**src/rtl/bp_trace_pkg.sv**
```systemverilog
// Shared types and defaults for the trace arbiter slice.
package bp_trace_pkg;

    localparam int unsigned TRACE_DATA_W  = 32;
    localparam int unsigned TRACE_NUM_SRC = 2;

    typedef logic [TRACE_DATA_W-1:0]          trace_word_t;
    typedef logic [$clog2(TRACE_NUM_SRC)-1:0] src_id_t;

    // Round-robin successor of grant g among n sources.
    function automatic int unsigned rr_next(input int unsigned g, input int unsigned n);
        return (g + 1 == n) ? 0 : g + 1;
    endfunction

endpackage

```
**src/rtl/bp_trace_fifo.sv**
```systemverilog
// Synchronous first-word-fall-through FIFO; a push on full is taken only alongside a pop.
module bp_trace_fifo #(
    parameter int unsigned WIDTH = 32,
    parameter int unsigned DEPTH = 4
) (
    input  logic             clk_i,
    input  logic             reset_i,
    input  logic             push_i,
    input  logic             pop_i,
    input  logic [WIDTH-1:0] data_i,
    output logic [WIDTH-1:0] data_o,
    output logic             full_o,
    output logic             empty_o
);

    localparam int unsigned AW = $clog2(DEPTH);

    logic [WIDTH-1:0] mem [DEPTH];
    logic [AW-1:0]    wr_ptr;
    logic [AW-1:0]    rd_ptr;
    logic [AW:0]      count;
    logic             wr;
    logic             rd;

    assign full_o  = (count == (AW+1)'(DEPTH));
    assign empty_o = (count == '0);
    assign rd      = pop_i & ~empty_o;
    assign wr      = push_i & (~full_o | rd);
    assign data_o  = mem[rd_ptr];

    always_ff @(posedge clk_i) begin
        if (wr) begin
            mem[wr_ptr] <= data_i;
        end
    end

    always_ff @(posedge clk_i or posedge reset_i) begin
        if (reset_i) begin
            wr_ptr <= '0;
            rd_ptr <= '0;
            count  <= '0;
        end else begin
            if (wr) begin
                wr_ptr <= wr_ptr + AW'(1);
            end
            if (rd) begin
                rd_ptr <= rd_ptr + AW'(1);
            end
            case ({wr, rd})
                2'b10:   count <= count + (AW+1)'(1);
                2'b01:   count <= count - (AW+1)'(1);
                default: count <= count;
            endcase
        end
    end

endmodule

```
**src/rtl/bp_trace_arbiter.sv**
```systemverilog
// Merges per-core trace streams through per-source FIFOs into one round-robin
// valid/ready output; overflowing words are dropped and counted, never stalled.
module bp_trace_arbiter
    import bp_trace_pkg::*;
#(
    parameter int unsigned NUM_SRC    = TRACE_NUM_SRC,
    parameter int unsigned DATA_W     = TRACE_DATA_W,
    parameter int unsigned FIFO_DEPTH = 4,
    parameter int unsigned CNT_W      = 16
) (
    input  logic                        clk_i,
    input  logic                        reset_i,
    input  logic                        enable_i,
    input  logic                        clear_i,
    input  logic [NUM_SRC*DATA_W-1:0]   src_data_i,
    input  logic [NUM_SRC-1:0]          src_valid_i,
    output logic [DATA_W-1:0]           out_data_o,
    output logic [$clog2(NUM_SRC)-1:0]  out_id_o,
    output logic                        out_valid_o,
    input  logic                        out_ready_i,
    output logic [NUM_SRC-1:0]          overflow_o,
    output logic [NUM_SRC*CNT_W-1:0]    drop_cnt_o
);

    localparam int unsigned ID_W = $clog2(NUM_SRC);

    logic [NUM_SRC-1:0] push;
    logic [NUM_SRC-1:0] pop;
    logic [NUM_SRC-1:0] accept;
    logic [NUM_SRC-1:0] drop;
    logic [NUM_SRC-1:0] full;
    logic [NUM_SRC-1:0] empty;
    logic [DATA_W-1:0]  head [NUM_SRC];
    logic               load;
    logic               found;
    logic [ID_W-1:0]    grant;
    logic [ID_W-1:0]    rr;

    assign load = ~out_valid_o | out_ready_i;

    // Two passes: sources at or above rr first, then wrap to the low indices.
    always_comb begin
        found = 1'b0;
        grant = '0;
        for (int unsigned s = 0; s < NUM_SRC; s++) begin
            if (!found && !empty[s] && (ID_W'(s) >= rr)) begin
                found = 1'b1;
                grant = ID_W'(s);
            end
        end
        for (int unsigned s = 0; s < NUM_SRC; s++) begin
            if (!found && !empty[s]) begin
                found = 1'b1;
                grant = ID_W'(s);
            end
        end
    end

    for (genvar s = 0; s < NUM_SRC; s++) begin : g_src
        logic [CNT_W-1:0] cnt;
        logic             ovf;

        assign push[s]   = src_valid_i[s] & enable_i;
        assign pop[s]    = load & found & (grant == ID_W'(s));
        assign accept[s] = push[s] & (~full[s] | pop[s]);
        assign drop[s]   = push[s] & ~accept[s];

        bp_trace_fifo #(
            .WIDTH (DATA_W),
            .DEPTH (FIFO_DEPTH)
        ) u_fifo (
            .clk_i   (clk_i),
            .reset_i (reset_i),
            .push_i  (accept[s]),
            .pop_i   (pop[s]),
            .data_i  (src_data_i[s*DATA_W +: DATA_W]),
            .data_o  (head[s]),
            .full_o  (full[s]),
            .empty_o (empty[s])
        );

        // A drop in the same cycle as clear restarts the count at one.
        always_ff @(posedge clk_i or posedge reset_i) begin
            if (reset_i) begin
                cnt <= '0;
                ovf <= 1'b0;
            end else if (drop[s]) begin
                ovf <= 1'b1;
                if (clear_i) begin
                    cnt <= CNT_W'(1);
                end else if (cnt != '1) begin
                    cnt <= cnt + CNT_W'(1);
                end
            end else if (clear_i) begin
                cnt <= '0;
                ovf <= 1'b0;
            end
        end

        assign drop_cnt_o[s*CNT_W +: CNT_W] = cnt;
        assign overflow_o[s]                = ovf;
    end

    always_ff @(posedge clk_i or posedge reset_i) begin
        if (reset_i) begin
            out_data_o  <= '0;
            out_id_o    <= '0;
            out_valid_o <= 1'b0;
            rr          <= '0;
        end else if (load) begin
            if (found) begin
                out_data_o  <= head[grant];
                out_id_o    <= grant;
                out_valid_o <= 1'b1;
                rr          <= ID_W'(rr_next(32'(grant), NUM_SRC));
            end else begin
                out_valid_o <= 1'b0;
            end
        end
    end

endmodule

```
**config.mk**
```make
export PLATFORM = sky130hd
export DESIGN_NAME = bp_trace_arbiter
export DESIGN_NICKNAME = d
export VERILOG_FILES = /design/src/rtl/bp_trace_pkg.sv /design/src/rtl/bp_trace_fifo.sv /design/src/rtl/bp_trace_arbiter.sv
export SDC_FILE = /design/constraint.sdc
export NUM_CORES = 1
export LEC_CHECK = 0
export BUFFER_PORTS_ARGS = -buffer_cell sky130_fd_sc_hd__clkbuf_2
export CAP_MARGIN = 5
export CORE_MARGIN = 3
export CORE_UTILIZATION = 63
export DETAILED_ROUTE_END_ITERATION = 10
export GPL_ROUTABILITY_DRIVEN = 0
export PLACE_DENSITY = 0.85
export SYNTH_ARGS = -nofsm -noshare
export SYNTH_HDL_FRONTEND = slang
export SYNTH_SLANG_ARGS = --single-unit
export TNS_END_PERCENT = 100
```
**constraint.sdc**
```tcl
create_clock -name clk_i -period 5.7 [get_ports clk_i]
set_clock_uncertainty 0.1 [all_clocks]
set_input_delay 0.285 -clock clk_i [delete_from_list [all_inputs] [get_ports clk_i]]
set_output_delay 0.285 -clock clk_i [all_outputs]
set_load 0.005 [all_outputs]
```
# == Word-level counts from Yosys, hierarchy flattened ==
# Memory sizes are Yosys's and may differ from the RTL's.
# Cells that the tools add are included.
# op_classes
add_sub_neg,11
n_mul,0
div_mod_pow,0
order_cmp,3
n_eq_ne,9
shift,0
n_mux,28
bitwise_logic,27
n_reduce_logical,21
# ops
operator,n
$mux W16,7
$mux W32,3
$add A16 B1 Y16 const B,2
$ne A16 B16 Y1 const B,2
$mux W1,16
$and A1 B1 Y1,13
$pmux W3 S2,2
$reduce_bool A2 Y1,6
$add A2 B1 Y2 const B,4
$not A1 Y1,8
$add A3 B1 Y3 const B,2
$eq A2 B2 Y1 const B,3
$eq A3 B3 Y1 const B,2
$logic_not A3 Y1,2
$reduce_and A2 Y1,3
$sub A3 B1 Y3 const B,2
$logic_and A1 B1 Y1,5
$logic_not A1 Y1,5
$or A1 B1 Y1,5
$eq A2 B1 Y1 const B,2
$add A1 B1 Y2 const B,1
$ge A1 B1 Y1 const A,2
$ge A2 B2 Y1 const B,1
$not A1 Y2,1
# totals
regBits,83
latch_bits,0
ramBits,256
rom_bits,0
elab_cells,115
n_memories,2
# mem_list
memory,depth,width,read_ports,rd_clocked_by_memory_dff,write_ports,line_no,rtl
g_src[0].u_fifo.mem,4,32,1,0,1,bp_trace_fifo.sv:18,logic [WIDTH-1:0] mem [DEPTH];
g_src[1].u_fifo.mem,4,32,1,0,1,bp_trace_fifo.sv:18,

# == Depth between registers and ports, before layout ==
# logic_depth
word_depth,22
ltp_mapped,10

# == By module ==
# A second synthesis with hierarchy kept.
# unflattened
cells_unflattened,776
hier_area_um2,13765.7
# modules_own_cells
mod,n_inst,cells_each,area_each_um2,seq_area_each_um2
bp_trace_fifo (g_src[1].u_fifo),1,207,5049.8,4018.9
bp_trace_fifo (g_src[0].u_fifo),1,207,5048.6,4018.9
bp_trace_arbiter,1,362,3667.3,1726.7

# == Worst setup path after synthesis ==
# OpenSTA, ideal clock, no wires.
# synth_timing
kind,register to register
start,register g_src[1].u_fifo.count[0]
end,memory g_src[0].u_fifo.mem[0][0] (enable)
arrival_ns,2.142
slack_ns,3.066
path_stages_with_launch,5
n_path_buf,0
period_less_slack_ns,2.634
cell_sequence,dfrtp_1 > o31a_1 > or2_1 > a21oi_1 > and2_1
# synth_via
elab_chain_len,18
elab_cells_between_ends,24
classes_between,mux (8); bitwise (8); reduce/logical (8)
# synth_lines
element,line_no,rtl
from (decl),bp_trace_fifo.sv:21,logic [AW:0] count;
from (signal assigned),bp_trace_fifo.sv:50,2'b10: count <= count + (AW+1)'(1);
from (signal assigned),bp_trace_fifo.sv:51,2'b01: count <= count - (AW+1)'(1);
from (signal assigned),bp_trace_fifo.sv:52,default: count <= count;
$logic_not A3 Y1 *,bp_trace_fifo.sv:26,assign empty_o = (count == '0);
$logic_not A1 Y1 *,"bp_trace_arbiter.sv:46, bp_trace_arbiter.sv:52",
$logic_and A1 B1 Y1 (2 in a row),bp_trace_arbiter.sv:46,if (!found && !empty[s] && (ID_W'(s) >= rr)) begin
$mux W1,bp_trace_arbiter.sv:46,
$logic_not A1 Y1,bp_trace_arbiter.sv:52,if (!found && !empty[s]) begin
$logic_and A1 B1 Y1,bp_trace_arbiter.sv:52,
$mux W1,bp_trace_arbiter.sv:52,
$logic_not A1 Y1,bp_trace_arbiter.sv:52,
$logic_and A1 B1 Y1,bp_trace_arbiter.sv:52,
$mux W1,bp_trace_arbiter.sv:52,
$and A1 B1 Y1 or $not A1 Y1 (tied branches),bp_trace_arbiter.sv:64,assign pop[s] = load & found & (grant == ID_W'(s));
$and A1 B1 Y1 *,bp_trace_arbiter.sv:64,
$or A1 B1 Y1 or $and A1 B1 Y1 (tied branches),"bp_trace_arbiter.sv:65, bp_trace_fifo.sv:27",
$and A1 B1 Y1 or $or A1 B1 Y1 (tied branches),"bp_trace_arbiter.sv:65, bp_trace_fifo.sv:28",
$and A1 B1 Y1 *,bp_trace_fifo.sv:28,assign wr = push_i & (~full_o | rd);
$mux W1 *,bp_trace_fifo.sv:32,if (wr) begin
$mux W1 (not written as such) *,bp_trace_fifo.sv:33,mem[wr_ptr] <= data_i;
to (decl),bp_trace_fifo.sv:18,
# Every way passes the cells marked *; elsewhere a longest branch is shown, timed or not.

# == Final worst setup path ==
# layout_timing
start,register g_src[1].u_fifo.count[0]
end,register g_src[0].u_fifo.count[2]
# layout_via
elab_chain_len,18
elab_cells_between_ends,26
classes_between,eq/ne (2); mux (7); bitwise (8); reduce/logical (9)
# layout_lines
element,line_no,rtl
$logic_not A3 Y1 *,bp_trace_fifo.sv:26,
$logic_not A1 Y1 *,"bp_trace_arbiter.sv:46, bp_trace_arbiter.sv:52",
$logic_and A1 B1 Y1 (2 in a row),bp_trace_arbiter.sv:46,
$mux W1,bp_trace_arbiter.sv:46,
$logic_not A1 Y1,bp_trace_arbiter.sv:52,
$logic_and A1 B1 Y1,bp_trace_arbiter.sv:52,
$mux W1,bp_trace_arbiter.sv:52,
$logic_not A1 Y1,bp_trace_arbiter.sv:52,
$logic_and A1 B1 Y1,bp_trace_arbiter.sv:52,
$mux W1,bp_trace_arbiter.sv:52,
$and A1 B1 Y1 or $not A1 Y1 (tied branches),bp_trace_arbiter.sv:64,
$and A1 B1 Y1 *,bp_trace_arbiter.sv:64,
$or A1 B1 Y1 or $and A1 B1 Y1 (tied branches),"bp_trace_arbiter.sv:65, bp_trace_fifo.sv:27",
$and A1 B1 Y1 or $or A1 B1 Y1 (tied branches),"bp_trace_arbiter.sv:65, bp_trace_fifo.sv:28",
$and A1 B1 Y1,bp_trace_fifo.sv:28,
$eq A2 B1 Y1 or $eq A2 B2 Y1 (tied branches),bp_trace_fifo.sv:49,"case ({wr, rd})"
$pmux W3 S2 or $reduce_bool A2 Y1 (tied branches),-,
to (signal assigned),bp_trace_fifo.sv:50,
to (signal assigned),bp_trace_fifo.sv:51,
to (signal assigned),bp_trace_fifo.sv:52,
to (decl),bp_trace_fifo.sv:21,
# Marks and branches as above.
# A chain may end at the register's enable or synchronous reset.

==> out/results.tsv <==
metric	value	unit
status	completed	
final worst path period share	0.573	
number of global-route vias before repair	8663	
core area	0.0206	mm2
Via density	6.38	
Crit-path slowest cell	nor2_4	
Cell variety after synth	55	
fin nets	1058	
worst-path fanout max	36	
syn_nets	850	
FP Rows	52	
cell area after synthesis	0.0134	mm2
layout cell share with drive strength beyond 1	0.282	
Max Root-Sink Buffers	3	
largest net degree at the start of global routing	71	
number of nets with antenna violations after routing	0	
ranking of synthesized cells by area	edfxtp_1 57%, dfrtp_1 15%, mux4_2 11%	
drt pass-1 iters	6	
Min Clock Period, post-route	3260	ps
die height	152	um
Worst-path clk slew	60	ps
hold_sp	out_ready_i	
Initial Util	0.652	
Port Buffers	138	
sequential power share	0.460	
synth cell count leaders	256 x edfxtp_1, 83 x dfrtp_1, 83 x nand2_1	
Worst Setup End Kind	flop	
die width	152	um
Hold WC Path Type	in -> reg	
final wirelength	33300	um
Yosys warnings	0	
count leader, synth	edfxtp_1	
Pwr per Cell Area	458	mW/mm2
crit path from	g_src[1].u_fifo.count[0]	
Synth Instances	765	
CTS Root Cell	clkbuf_16	
CP arrival	3590	ps
DRC Markers	0	
setup violators final	0	
number of synthesized register bits	339	
critical setup path kind	reg -> reg	
worst-path cell chain	o31a_1 > or2_1 > nor2_4 > ha_1 > inv_1 > fa_1 > xor2_1 > nor2_1 > xor2_1	
Cell Area, Placed	0.0143	mm2
Post-Layout Inst Area	0.0161	mm2
Max-Cap Viols	0	
LEAKAGE	0.00605	uW
Final Max Slew Viols	0	
Slew HR	0.282	
number of antenna violations at the first check in global routing	2	
die area	0.0231	mm2
Largest stage delay, worst path	820	ps
Hold WS	47.2	ps
Sink Count	339	
I/O pin count	139	
Logic pwr share	0.232	
crit path launch type	flop	
Synth Flop Type	edfxtp_1	
Initial DRC Count	751	
Post-Syn Area per Cell	17.5	um2
CTS resizes	0	
cell mode on critical path	xor2_1	
critical path required time	6020	ps
post-CTS setup buffer count	0	
Post-synth EDFFs	256	
Synth area leader	edfxtp_1	
share of the synthesized area in the top cell type	0.573	
Worst-Margin Slew	1070	ps
Internal	5220	uW
sw frac	0.294	
Sw Pwr	2170	uW
CTS H-tree depth	2	
Fmax	0.306	GHz
RSZ-0062 raised after global routing	false	
Area Overhead vs Synth	20.2	%
number of buffers created by CTS	34	
Post-synth ARST share	0.245	
Setup TNS Final	0	ps
vias	8100	
GRT Util Overall	0.293	
Routed WL per cell	26.2	um
global route overflow	0	
register area share after synthesis	0.728	
clock latency on the worst-skew pair	510	ps
first-pass GRT wire length	51800	um
Clk pwr share	0.308	
VDD IR max	0.000327	V
CTS tree	done	
DP Wirelength	17200	um
Hold Fails Final Rpt	0	
Reg2Reg Launch Point	g_src[1].u_fifo.count[0]	
[per-layer routing]
layer / track usage / routed length, um / vias up
met5: 0 / 0 / -
met4: 0.128 / 1400 / 0
met3: 0.0452 / 2580 / 111
met2: 0.512 / 17700 / 516
met1: 0.368 / 11600 / 4057
li1: - / - / 3416
[power by group through the flow]
stage	Combinational [uW]	Clock, uW	Sequential, uW
global route	1850	2390	3430
floorplan	1220	0	3230
CTS	1690	2270	3380
finish	1710	2280	3400
global placement	1540	0	3380
detailed placement	1620	0	3410
[cells by family (layout without fill, tap and decap cells)]
logic type,Yosys count,count (layout),synth area share
mux,69,69,0.111
other cells,0,2,0
buf+inv,55,288,0.0175
compound gates,85,85,0.0440
simple gates,181,181,0.0703
fa+ha+maj,14,14,0.0142
xor+xnor,22,22,0.0144
flops,339,339,0.728
[registers in the layout, indices dropped and copies added, names as in the netlist]
| register | flops |
|---|---|
| g_src.cnt | 32 |
| g_src.ovf | 2 |
| g_src.u_fifo.count | 6 |
| g_src.u_fifo.mem | 256 |
| g_src.u_fifo.rd_ptr | 4 |
| g_src.u_fifo.wr_ptr | 4 |
| out_data_o | 32 |
| out_id_o | 1 |
| out_valid_o | 1 |
| rr | 1 |
[cell type report]
cell class                      count  area, um2
Clock inverter                     16        181
Antenna cell                        2       5.00
Clock buffer                       45        943
Tap cell                          270        338
Inverter                           20       77.6
Fill cell                        1075       4440
Sequential cell                   339       9770
Timing Repair Buffer              207       1370
Multi-Input combinational cell    371       3430
[final timing paths]
path,slack [ps],cells past startpoint,endpoint
setup / recovery,2440,9,g_src[0].u_fifo.count[2]
hold / removal,50,3,out_valid_o
setup reg to reg,2440,9,g_src[0].u_fifo.count[2]
hold reg to reg,370,2,out_data_o[30]
max in group asynchronous,4090,4,g_src[1].u_fifo.rd_ptr[0]
min in group asynchronous,140,3,out_data_o[12]
[critical path, delay by kind of cell (launching register included)]
family                     cells  cell delay, ps
AOI/OAI and AO/OA              1             330
xor gates and xnor gates       2             320
adders and majority gates      2             720
buffers and inverters          1              70
DFF                            1             430
and+or+nand+nor                3            1210
[cells in the final DEF (no fill, tap or decap), types with 10 or more instances in the layout]
cell,instances
a21oi_1,19
a22oi_1,32
clkbuf_16,35
clkbuf_2,138
dfrtp_1,79
dlygate4sd3_1,65
edfxtp_1,256
ha_1,12
inv_1,19
mux4_2,64
nand2_1,82
nand3_1,10
nand4_1,10
nor2_1,19
nor4_1,11
xnor2_1,16
[what timing repair did]
action | CTS | global route
hold endpoints to repair | 269 | 0
hold buffers | 65 | 0
setup endpoints to repair | 0 | 0
[per-stage QoR]
| step | util | total power (uW) | setup slack, ps | cells |
|---|---|---|---|---|
| after floorplan | - | 4450 | 3070 | 765 |
| final | 0.784 | 7390 | 2440 | 1270 |
| after global placement | 0.697 | 4930 | 2650 | 1142 |
| after CTS | 0.784 | 7340 | 2460 | 1268 |
| after global routing | 0.784 | 7660 | 2240 | 1270 |
| after detailed placement | 0.697 | 5030 | 2510 | 1142 |
Power figures use the tool's default switching activity.
